**config.mk**
```make
export PLATFORM = sky130hd
export DESIGN_NAME = decode_stage
export DESIGN_NICKNAME = d
export VERILOG_FILES = /design/src/rtl/decode_stage.sv
export SDC_FILE = /design/constraint.sdc
export NUM_CORES = 2
export LEC_CHECK = 0
export ABC_CLOCK_PERIOD_IN_PS = 1500
export CAP_MARGIN = 20
export CELL_PAD_IN_SITES_DETAIL_PLACEMENT = 1
export CELL_PAD_IN_SITES_GLOBAL_PLACEMENT = 2
export CORE_ASPECT_RATIO = 1.25
export CORE_MARGIN = 8
export CORE_UTILIZATION = 43
export CTS_BUF_LIST = sky130_fd_sc_hd__clkbuf_4
export CTS_CLUSTER_DIAMETER = 100
export DETAILED_ROUTE_END_ITERATION = 10
export DONT_BUFFER_PORTS = 1
export PLACE_DENSITY_LB_ADDON = 0.12
export RECOVER_POWER = 50
export SLEW_MARGIN = 20
export SYNTH_ARGS = -nofsm -noshare
export SYNTH_HDL_FRONTEND = slang
export SYNTH_SLANG_ARGS = --single-unit
```
**constraint.sdc**
```tcl
create_clock -name clk -period 1.5 [get_ports clk]
set_input_delay 0.225 -clock clk [delete_from_list [all_inputs] [get_ports clk]]
set_output_delay 0.225 -clock clk [all_outputs]
set_load 0.005 [all_outputs]
```
**src/rtl/decode_stage.sv**
```systemverilog
// rtl/decode_stage.sv - instruction decode stage: register file, load-use hazard stall, decode output register
// Optional same-cycle writeback-to-read bypass is enabled by defining DECODE_WB_BYPASS_EN.
module decode_stage #(
   parameter int XLEN     = 32,
   parameter int NREG     = 32,
   parameter int NDBG     = 4,
   parameter int DBG_BASE = 8,
   localparam int AW      = $clog2(NREG)
) (
   input  logic                 clk,
   input  logic                 rst,
   input  logic                 if_valid,
   input  logic [XLEN-1:0]      if_pc,
   input  logic [31:0]          if_inst,
   output logic                 id_ready,
   input  logic                 ex_ready,
   input  logic                 ex_mem_read,
   input  logic [AW-1:0]        ex_rt,
   input  logic                 wb_we,
   input  logic [AW-1:0]        wb_addr,
   input  logic [XLEN-1:0]      wb_data,
   output logic                 id_valid,
   output logic [XLEN-1:0]      id_pc,
   output logic [XLEN-1:0]      id_rd1,
   output logic [XLEN-1:0]      id_rd2,
   output logic [XLEN-1:0]      id_imm,
   output logic [5:0]           id_op,
   output logic [4:0]           id_rs,
   output logic [4:0]           id_rt,
   output logic [4:0]           id_rd,
   output logic [5:0]           id_funct,
   output logic [NDBG*XLEN-1:0] dbg
);

   logic [XLEN-1:0] rf [NREG];

   logic [5:0]      op;
   logic [5:0]      funct;
   logic [4:0]      rs;
   logic [4:0]      rt;
   logic [4:0]      rd;
   logic            hazard;
   logic            load;
   logic            zext;
   logic [XLEN-1:0] rd1;
   logic [XLEN-1:0] rd2;
   logic [XLEN-1:0] imm;

   assign op    = if_inst[31:26];
   assign rs    = if_inst[25:21];
   assign rt    = if_inst[20:16];
   assign rd    = if_inst[15:11];
   assign funct = if_inst[5:0];

   // Register 0 is hard-wired to zero; the bypass never applies to it either.
   function automatic logic [XLEN-1:0] rf_read(input logic [AW-1:0] a);
      logic [XLEN-1:0] v;
      v = (a == '0) ? '0 : rf[a];
`ifdef DECODE_WB_BYPASS_EN
      if (wb_we && (wb_addr == a) && (a != '0))
         v = wb_data;
`endif
      return v;
   endfunction

   always_ff @(posedge clk or negedge rst) begin
      if (!rst) begin
         for (int i = 0; i < NREG; i++)
            rf[i] <= '0;
      end else if (wb_we && (wb_addr != '0)) begin
         rf[wb_addr] <= wb_data;
      end
   end

   // Load-use: the load in EX has not produced its data yet, so hold the consumer in fetch.
   always_comb begin
      hazard = 1'b0;
      if (if_valid && ex_mem_read && (ex_rt != '0))
         hazard = (32'(ex_rt) == 32'(rs)) || (32'(ex_rt) == 32'(rt));
   end

   assign id_ready = (!id_valid || ex_ready) && !hazard;
   assign load     = if_valid && id_ready;

   always_comb begin
      zext = (op == 6'h0C) || (op == 6'h0D) || (op == 6'h0E);
      imm  = zext ? XLEN'(if_inst[15:0]) : XLEN'($signed(if_inst[15:0]));
      rd1  = rf_read(AW'(rs));
      rd2  = rf_read(AW'(rt));
   end

   always_comb begin
      dbg = '0;
      for (int k = 0; k < NDBG; k++)
         dbg[k*XLEN +: XLEN] = rf_read(AW'(DBG_BASE + k));
   end

   // Fields are only refreshed on a load; a bubble clears just the valid flag.
   always_ff @(posedge clk or negedge rst) begin
      if (!rst) begin
         id_valid <= 1'b0;
         id_pc    <= '0;
         id_rd1   <= '0;
         id_rd2   <= '0;
         id_imm   <= '0;
         id_op    <= '0;
         id_rs    <= '0;
         id_rt    <= '0;
         id_rd    <= '0;
         id_funct <= '0;
      end else if (load) begin
         id_valid <= 1'b1;
         id_pc    <= if_pc;
         id_rd1   <= rd1;
         id_rd2   <= rd2;
         id_imm   <= imm;
         id_op    <= op;
         id_rs    <= rs;
         id_rt    <= rt;
         id_rd    <= rd;
         id_funct <= funct;
      end else if (ex_ready) begin
         id_valid <= 1'b0;
      end
   end

endmodule

```
==> results.md <==
- Largest net degree at the start of global routing: 1155
- Status: finished with violations
- Num rows: 153
- DRT Wirelength: 224000 um
- Fraction of layout cells with a size suffix above 1: 59.1%
- Chip Width: around 350 um
- Leakage Power: 35.9 nW
- Vias per cell: 5.82
- Non-Filler Instances: around 7500
- Final worst-path cycle share: 150%
- Routability cong.: 0.816
- Die area: 153000 sq um
- GRT Util Overall: between 20% and 30%
- Clk sinks: ~1200
- CTS Buf Count: between 300 and 400
- Worst reg-to-reg path cell count: 8
- Post-synthesis cell count: 4342
- Initial antenna violation count: 7
- Placed insts: roughly 6500
- Crit path DAT: 2030 ps
- Critical Path Start Type: flop
- Worst-path clk slew: 70 ps
- Starting density of the core: between 40% and 50%
- Failing checks: hold timing, capacitance limit, slew limit, setup timing
- CTS tree: built
- Peak VDD IR: 855 uV
- Root Buffer: clkbuf_4
- Drt wl/cell: 29.8 um
- WHS: -911 ps
- First-pass GRT wire length: ~330000 um
- Filler Cells Inserted: 13500
- Bufs on Longest Clock Path: 4
- Iter 0 DRT Violations: 2323
- Setup ws final: -755 ps
- Nets: 5575
- Final Critical Period: around 2300 ps
- Die Ht: between 400 and 500 um
- GRT Residual Overflow: 0
- Layout area overhead: 30.0%
- Setup CP Type: flop to output port
- Yosys reg bits: 1154
- Max-cap violations: 1
- Final hold vios: between 400 and 500
- Multi-input combinational cell area: 29700 sq um
- Top FF cell, synth: dfrtp_1
- First drt pass iteration count: 7
- Final core utilization: 56.4%
- Hold crit path type: primary input to flop
- Drt drc: 0
- Least-Margin Pin Slew: 1770 ps
- Vias post-DR: 43800
- Mapped cell area: ~60000 sq um
- PwrDens: 1250 nW/um^2
- Hold Path Depth: 2
- Post-DRT Antenna Nets: 0
- Count of pins over their slew limit: 133
- Clk Latency, worst-skew pair: 1300 ps
- Slew headroom: -18.0%
- # IOs: just under 400
- Syn_nets: 4454
- Synth async-reset ratio: 100%
- Skew final: between 80 and 90 ps
- CP required: ~1300 ps
- Setup TNS: -225980 ps
- Crit end category: output port
- RSZ-0062 raised after global routing: true
- FF/Latch Area: 28900 sq um
- Pre-CTS setup slack: -454 ps
- Maximum fanout along the worst path: 2
- Post-synth EDFFs: 0
- Synth warn: 0
- PortBufs: 0
- CORE AREA: around 140000 sq um
- Commonest non-fill, non-tap cell in the layout: dfrtp_1
- Synth Area per Inst: 13.9 sq um
- Vias in the first global route: 49100
- Setup violators final: 794
- H-tree Lvls: 5
- Synth unique cells: 40
- F_max: 0.444 GHz
- Commonest cells after routing, fill and taps aside: dfrtp_1, mux2_2, buf_4
- HPWL after detailed placement: 132000 um
- Register area share after synthesis: 47.8%
[critical path, cell delays in order, from the launching register on]
cell     delay (ps)
dfrtp_1         410
buf_6           140
a32oi_4         180
[final cells by class]
cell class / instances / share of cell area [%]
Antenna cell: 7 / 0.0223
Clock buffer: 482 / 4.61
Clock inverter: 48 / 0.229
Inverter: 6 / 0.0303
Multi-Input combinational cell: 2579 / 37.8
Sequential cell: 1154 / 36.8
Tap cell: 1860 / 2.96
Timing Repair Buffer: 1388 / 17.5
[cells in the mapped netlist, drive strengths merged (56+ instances only)]
| cell | n | share of area [%] |
|---|---|---|
| nor2 | 56 | 0.35 |
| mux4 | 419 | 16 |
| mux2i | 314 | 5.2 |
| nand3 | 95 | 0.79 |
| dfrtp | 1154 | 48 |
| nand2 | 305 | 1.9 |
| mux2 | 992 | 18 |
| clkbuf | 254 | 1.6 |
| a22oi | 58 | 0.72 |
| o21ai | 106 | 0.88 |
| buf | 349 | 3.6 |
| a221oi | 116 | 1.7 |
[repair_timing]
action,4_1_cts,5_1_grt
pin swaps,121,119
resized for setup,348,218
hold endpoints to repair,2276,1328
cloned,0,8
buffers inserted,129,81
hold buffers,305,11
endpoints found under the setup margin,349,442
[path summary, 6_finish.rpt]
check | from | endpoint | slack, ps
min in group asynchronous | rst | dbg[85] | -900
max in group asynchronous | rst | rf[165] | -520
hold reg to reg | rf[1011] | rf[1011] | 400
setup reg to reg | dbg[30] | id_rd2[30] | -370
setup / recovery | id_valid | id_ready | -750
hold / removal | if_inst[18] | id_rt[2] | -910
[layer usage]
layer  track usage (%)  part of all wire [%]  vias to the layer above
li1                  -                     -                    18600
met1              32.2                    37                    23600
met2              50.1                    52                     1182
met3              6.02                   5.1                      484
met4              16.2                   6.1                        0
met5                 0                     0                        -
[logic make-up (layout without fill, tap and decap cells)]
logic type	count (synthesis)	in the layout	share of synthesized area [%]
AOI/OAI and AO/OA	365	365	4.18
xor gates and xnor gates	10	10	0.145
buffers and inverters	609	1924	5.25
DFF	1154	1154	47.8
muxes	1725	1725	39.3
other	0	7	0
and+or+nand+nor	479	479	3.30
[registers in the layout, indices dropped and copies added, names as in the netlist, 5 cells and up]
signal and count:
dbg 128, id_imm 17, id_op 6, id_pc 32
id_rd1 32, id_rd2 32, id_rs 5, id_rt 5
rf 896
[power breakdown]
part,switching [mW],internal [mW]
combinational,11.2,17.1
clock,14.0,14.5
sequential,4.63,37.1
total,29.8,68.7
[per-stage QoR]
step	cell area (sq um)	power, mW	hold slack (ps)
finish	78500	98.5	-911
global route	78500	103	-1020
CTS	77500	97.5	-1430
detailed placement	67800	64.9	2.44
global placement	67800	63.9	-3.74
floorplan	61100	55.0	-70.6
Power figures use the tool's default switching activity.
